**src/rtl/vg_vector_integrator.sv**
```systemverilog
// Vector integrator: steps beam X/Y with 12-bit binary-rate-multiplier accumulators
// over a draw window of 4096 >> norm_shift cycles, then pulses done.
module vg_vector_integrator (
    input  logic        clk_12MHz,
    input  logic        reset,
    input  logic [12:0] DVX,
    input  logic [12:0] DVY,
    input  logic [2:0]  Z,
    input  logic [3:0]  norm_shift,
    input  logic        go,
    input  logic        center,
    output logic [11:0] X_pos,
    output logic [11:0] Y_pos,
    output logic [2:0]  beam_z,
    output logic        busy,
    output logic        done
);

    typedef enum logic [1:0] {S_IDLE, S_DRAW, S_DONE} state_t;

    state_t      r_state;
    logic        r_sign_x, r_sign_y;
    logic [11:0] r_mag_x, r_mag_y;
    logic [11:0] r_acc_x, r_acc_y;
    logic [12:0] r_cnt;
    logic [11:0] r_x, r_y;
    logic [2:0]  r_z;
    logic        r_busy, r_done;

    // |dv| in 13 bits; only -4096 overflows 12 bits and saturates to 4095
    function automatic logic [11:0] f_mag(input logic [12:0] dv);
        logic [12:0] n;
        n = dv[12] ? (~dv + 13'd1) : dv;
        return n[12] ? 12'hFFF : n[11:0];
    endfunction

    logic [3:0]  w_shift;
    logic [12:0] w_steps;
    logic [12:0] w_sum_x, w_sum_y;
    logic [11:0] w_dx, w_dy;

    assign w_shift = (norm_shift > 4'd12) ? 4'd12 : norm_shift;
    assign w_steps = 13'h1000 >> w_shift;
    assign w_sum_x = {1'b0, r_acc_x} + {1'b0, r_mag_x};
    assign w_sum_y = {1'b0, r_acc_y} + {1'b0, r_mag_y};
    assign w_dx    = r_sign_x ? 12'hFFF : 12'h001;
    assign w_dy    = r_sign_y ? 12'hFFF : 12'h001;

    always_ff @(posedge clk_12MHz) begin
        if (reset) begin
            r_state  <= S_IDLE;
            r_sign_x <= 1'b0;
            r_sign_y <= 1'b0;
            r_mag_x  <= '0;
            r_mag_y  <= '0;
            r_acc_x  <= '0;
            r_acc_y  <= '0;
            r_cnt    <= '0;
            r_x      <= '0;
            r_y      <= '0;
            r_z      <= '0;
            r_busy   <= 1'b0;
            r_done   <= 1'b0;
        end else begin
            case (r_state)
                S_IDLE: begin
                    if (go) begin
                        r_sign_x <= DVX[12];
                        r_sign_y <= DVY[12];
                        r_mag_x  <= f_mag(DVX);
                        r_mag_y  <= f_mag(DVY);
                        r_acc_x  <= 12'h800;
                        r_acc_y  <= 12'h800;
                        r_cnt    <= w_steps;
                        r_z      <= Z;
                        r_busy   <= 1'b1;
                        r_state  <= S_DRAW;
                    end else if (center) begin
                        r_x <= '0;
                        r_y <= '0;
                    end
                end
                S_DRAW: begin
                    r_acc_x <= w_sum_x[11:0];
                    r_acc_y <= w_sum_y[11:0];
                    if (w_sum_x[12]) r_x <= r_x + w_dx;
                    if (w_sum_y[12]) r_y <= r_y + w_dy;
                    r_cnt <= r_cnt - 13'd1;
                    // last accumulation of the window happens on this edge
                    if (r_cnt == 13'd1) begin
                        r_busy  <= 1'b0;
                        r_z     <= '0;
                        r_done  <= 1'b1;
                        r_state <= S_DONE;
                    end
                end
                S_DONE: begin
                    r_done  <= 1'b0;
                    r_state <= S_IDLE;
                end
                default: r_state <= S_IDLE;
            endcase
        end
    end

    assign X_pos  = r_x;
    assign Y_pos  = r_y;
    assign beam_z = r_z;
    assign busy   = r_busy;
    assign done   = r_done;

endmodule
```
**config.mk**
```make
export PLATFORM = sky130hd
export DESIGN_NAME = vg_vector_integrator
export DESIGN_NICKNAME = d
export VERILOG_FILES = /design/src/rtl/vg_vector_integrator.sv
export SDC_FILE = /design/constraint.sdc
export NUM_CORES = 1
export LEC_CHECK = 0
export CAP_MARGIN = 10
export CORE_MARGIN = 2
export CORE_UTILIZATION = 50
export CTS_CLUSTER_SIZE = 16
export DETAILED_ROUTE_END_ITERATION = 6
export PLACE_DENSITY_LB_ADDON = 0.12
export RECOVER_POWER = 25
export SLEW_MARGIN = 20
export SYNTH_ARGS = -nofsm -noshare
export SYNTH_HDL_FRONTEND = slang
export SYNTH_SLANG_ARGS = --single-unit
```
**constraint.sdc**
```tcl
create_clock -name clk_12MHz -period 3.3 [get_ports clk_12MHz]
set_input_delay 0.825 -clock clk_12MHz [delete_from_list [all_inputs] [get_ports clk_12MHz]]
set_output_delay 0.825 -clock clk_12MHz [all_outputs]
set_load 0.01 [all_outputs]
```
== Word-level counts from Yosys, hierarchy flattened ==
Cells that the tools add are included.

* Register bits: 94
* Logic and storage cells: 72
* Output and inout port bits: 29
* Input port bits: 37

* Add/subtract/negate cells: 7
* Magnitude comparators: 1
* Reduce and logical (&&, ||, !) cells: 10
* Equal/unequal tests: 9
* Bitwise logic cells: 2
* Muxes and demuxes: 29
* Shift-type cells: 1

{| class="wikitable"
|+ Operators with widths
! operator !! count
|-
| $mux W12 || 9
|-
| $pmux W12 S2 || 4
|-
| $mux W13 || 3
|-
| $add A12 B12 Y13 || 2
|-
| $add A13 B1 Y13 const B || 2
|-
| $not A13 Y13 || 2
|-
| $pmux W13 S2 || 1
|-
| $add A12 B12 Y12 || 2
|-
| $eq A13 B1 Y1 const B || 1
|-
| $shr A13 B4 Y13 const A || 1
|-
| $sub A13 B1 Y13 const B || 1
|-
| $ne A2 B2 Y1 const B || 6
|-
| $reduce_and A2 Y1 || 4
|-
| $reduce_and A4 Y1 || 2
|-
| $mux W3 || 2
|-
| $pmux W3 S2 || 1
|-
| $gt A4 B4 Y1 const B || 1
|-
| $mux W2 || 2
|-
| $mux W4 || 1
|-
| $pmux W1 S2 || 2
|-
| $pmux W2 S2 || 1
|-
| $reduce_bool A2 Y1 || 2
|-
| $mux W1 || 3
|-
| $reduce_and A3 Y1 || 1
|-
| 3 further kinds || 3
|}

== Longest topological paths before layout ==
* Depth in word-level cells: 5
* Depth in mapped cells: 9
* Mapped depth without buffers: 8

== Worst setup path after synthesis ==
No wires, ideal clock.

* Path type: register to register
* Start point: reg r_sign_y
* End point: reg r_y[10] (netlist: Y_pos[10])
* Setup time: 133 ps
* Path buffers: 0
* Required time: 3167 ps
* Stages on the path, launching flop included: 8
* Period minus slack after synthesis: 2349 ps
* Slack: 951 ps
* Data arrival time: 2216 ps
* Path through: dfxtp_1 > ha_1 > a21o_1 > a21o_1 > a2111oi_2 > nor4_1 > nor4b_1 > o32ai_1

* Word-level cells in the longest chain between the ends: 4

{| class="wikitable"
|+ Ends and longest elaborated chain
! item !! line !! RTL
|-
| from (decl) || 22 || <nowiki>logic r_sign_x, r_sign_y;</nowiki>
|-
| from (signal assigned) || 69 || <nowiki>r_sign_y <= DVY[12];</nowiki>
|-
| $mux W12 || 47 || <nowiki>assign w_dy = r_sign_y ? 12'hFFF : 12'h001;</nowiki>
|-
| $add A12 B12 Y12 || 87 || <nowiki>if (w_sum_y[12]) r_y <= r_y + w_dy;</nowiki>
|-
| $mux W12 || 87 ||
|-
| $pmux W12 S2 || 65 || <nowiki>case (r_state)</nowiki>
|-
| to (signal assigned) || 87 ||
|-
| to (decl) || 26 || <nowiki>logic [11:0] r_x, r_y;</nowiki>
|}

No other way between the ends. The select of a mux whose other input is x is not followed.
A chain may end at the register's enable or synchronous reset.

== Final worst setup path ==
* Start point: in go
* End point: reg r_mag_x[8]

* Word-level cells in the longest chain between the ends: 1

{| class="wikitable"
|+ Ends and longest elaborated chain
! item !! line !! RTL
|-
| from (decl) || 10 || <nowiki>input logic go,</nowiki>
|-
| $reduce_and A2 Y1 (no source line) || - ||
|-
| to (signal assigned) || 70 || <nowiki>r_mag_x <= f_mag(DVX);</nowiki>
|-
| to (decl) || 23 || <nowiki>logic [11:0] r_mag_x, r_mag_y;</nowiki>
|}

No other way between the ends.

==> flow_summary.toml <==
[placed_design]
port_buffers = 65
dpl-instance-area_mm2 = 0.00681
dp_hpwl_um = 10400
place_congestion = 0.888

[cells_and_area]
seq_area_mm2 = 0.00188
syn_to_final_growth_pct = 17.3
multi_input_area_mm2 = 0.00393
final_area_mm2 = 0.00707
layout-drive-gt1-share = 0.0413
fillers = 1099
fin_nets = 885
diodes = 0

[critical_path]
path_delay_family = "buffers and inverters"
crit_path_max_incr_delay_ns = 0.67
startpoint_type = "primary input"
cp_max_fo = 21
cp_num_buf_inv = 2
critPathCaptureType = "register"
crit_slowest_cell = "clkbuf_1"
path_class = "in -> reg"
required_ns = 3.58
arrival_ns = 2.99
worstPathCellList = "dlygate4sd3_1, and2_0, clkbuf_1, o21ai_0, a21oi_1"

[global_routing]
gr-total-overflow = 0
grt_pass1_wl_um = 24900
antenna_found_initial = 0
grt_start_max_net_pins = 47
track_usage = 0.233
grt_pass1_vias = 5555

[floorplanning]
core-area_mm2 = 0.0119
die_x_um = 114
row_count = 40
start_util = 0.506
dieArea_mm2 = 0.0129
die_h_um = 114
num_io_pins = 66

[sta]
tightest_slew_ns = 0.793
hold_violations = 0
slew_headroom = 0.471
hold_slack_ns = 0.472
finalMaxSlewViolations = 0
setup_tns_ns = 0
fin_crit_ns = 2.71
fin_crit_sh = 0.820
grt_setup_unrepaired = "false"
finalSetupViolations = 0
fin_skew_ns = 0.00565
max_freq_ghz = 0.370

[detailed_routing]
wl_per_cell_um = 15.6
final_antenna_net_count = 0
dr.pass1.iters = 7
routed_via_density = 6.10
route.vias.total = 5780
finalWirelength_um = 14700
drt_iter0_drc = 355
drc_errors = 1

[hold_path]
hp-class = "reg -> reg"

[logic_synthesis]
ys_warn_count = 0
synthCells = 744
yosysTopAreaCell = "dfxtp_1"
seq_area_frac_synth = 0.312
syn_area_per_cell_um2 = 8.10
syn-num-nets = 833
netlist-cell-type-count = 69
synth_ff_type = "dfxtp_1"
async_reset_ff_frac = 0
synth_edf_count = 0
synth.area.top_cells = "dfxtp_1, ha_1, a21oi_1"
synth_area_mm2 = 0.00603
yosys.area.top_type_share = 0.312
ys_ff_latch = 94

[power_and_ir_drop]
leakage_uw = 0.00297
ir_drop_mv = 0.202
power.density_mw_per_mm2 = 409
power_uw = 2890

[clock_tree]
cts_tree = "built"
h-tree-depth = 3
cts_sinks = 94
clk_pin_slew_ns = 0.06
cts_hold_buf = 0
cts_inserted_buffers = 9
ctsResizeCount = 0
cts_setup_buffers = 0
insertion_delay_ns = 0.35
root_buffer = "clkbuf_16"
clockBufferDepth = 2

[status]
violations = "DRC"
status = "finished with violations"

[run]
maxCapViolCount = 0
-- registers in the layout, summed over array words and instances (netlist names) --
name	count
X_pos	12
Y_pos	12
beam_z	3
busy	1
done	1
r_acc_x	12
r_acc_y	12
r_cnt	13
r_mag_x	12
r_mag_y	12
r_sign_x	1
r_sign_y	1
r_state	2
-- logic make-up (layout without fill, tap and decap cells) --
group	count (synthesis)	in the layout	synth area share
AO/OA/AOI/OAI	275	275	0.293
AND/OR/NAND/NOR	218	218	0.176
flip-flops	94	94	0.312
buffers and inverters	57	113	0.0357
adder cells (fa/ha/maj)	52	52	0.113
XOR/XNOR	44	44	0.0640
multiplexers	4	4	0.00685
-- metrics by stage --
stage          utilization  cells  worst slack [ns]
6_report             0.593    947             0.595
3_3_place_gp         0.572    932             0.427
2_1_floorplan            -    744             0.951
5_1_grt              0.593    947             0.386
4_1_cts              0.594    947             0.615
3_5_place_dp         0.572    932             0.344
-- layout make-up --
class,instances,share of cell area
Multi-Input combinational cell,593,0.556
Sequential cell,94,0.266
Timing Repair Buffer,77,0.102
Clock buffer,14,0.0373
Tap cell,147,0.0260
Inverter,21,0.0112
Clock inverter,1,0.000708
-- worst paths after layout --
| kind | from | end | slack [ns] | cells past startpoint |
|---|---|---|---|---|
| setup / recovery | go | r_mag_x[8]$_SDFFE_PP0P_ | 0.59 | 5 |
| hold / removal | r_acc_x[2]$_SDFFE_PP0P_ | r_acc_x[2]$_SDFFE_PP0P_ | 0.47 | 2 |
| setup reg to reg | r_sign_x$_SDFFE_PP0P_ | X_pos[10]$_SDFFE_PP0P_ | 0.62 | 7 |
| hold reg to reg | r_acc_x[2]$_SDFFE_PP0P_ | r_acc_x[2]$_SDFFE_PP0P_ | 0.47 | 2 |
-- power by group --
group          internal (uW)  total [uW]  switching [uW]
Combinational            255         640             385
Sequential              1210        1270            62.5
Clock                    548         978             431
-- per-layer routing --
layer  vias to the layer above  part of all wire  track usage
li1                       2898                 -            -
met1                      2705              0.46        0.284
met5                         -                 0            0
met4                         0             0.017       0.0984
met3                        22             0.041       0.0313
met2                       155              0.49        0.412
-- cell usage after synthesis, types with 3 or more instances --
| cell type | number |
|---|---|
| a21oi_1 | 96 |
| dfxtp_1 | 94 |
| nor2_1 | 60 |
| nand2_1 | 56 |
| ha_1 | 48 |
| o21ai_0 | 44 |
| clkbuf_1 | 32 |
| xor2_1 | 32 |
| nand3_1 | 31 |
| a21o_1 | 22 |
| inv_1 | 21 |
| nor3_1 | 13 |
| a31oi_1 | 12 |
| a32oi_1 | 12 |
| xnor2_1 | 12 |
| o21ai_1 | 9 |
| o31ai_1 | 9 |
| or3_1 | 9 |
| a211oi_1 | 8 |
| nand4_1 | 8 |
| o211ai_1 | 8 |
| o21a_1 | 8 |
| a22oi_1 | 7 |
| nor4_1 | 7 |
| or4_1 | 6 |
| and3_1 | 5 |
| o21bai_1 | 5 |
| fa_1 | 4 |
| o22ai_1 | 4 |
| a32o_1 | 3 |
| buf_1 | 3 |
| mux2i_1 | 3 |
| nor2b_1 | 3 |
| nor4b_1 | 3 |
| o41ai_1 | 3 |
-- worst register-to-register path: cells and delay by family, from the launching register on --
kind                       cells  cell delay, ns
AOI/OAI and AO/OA              4            1.20
DFF                            1            0.65
adders and majority gates      1            0.39
and+or+nand+nor                2            0.34
-- cell usage in the layout (no fill, tap or decap), types with 8 or more instances in the layout --
cell type,n
xor2_1,32
o21a_1,8
nand4_1,8
buf_4,9
nor3_1,13
a211oi_1,8
dfxtp_1,94
ha_1,48
nor2_1,60
or3_1,9
o21ai_0,44
a21oi_1,96
o211ai_1,8
nand3_1,31
xnor2_1,12
a21o_1,22
nand2_1,56
inv_1,21
o21ai_1,9
clkdlybuf4s50_1,57
o31ai_1,9
clkbuf_16,9
a31oi_1,12
a32oi_1,12
Note: power is estimated with default switching activity, not from simulation.
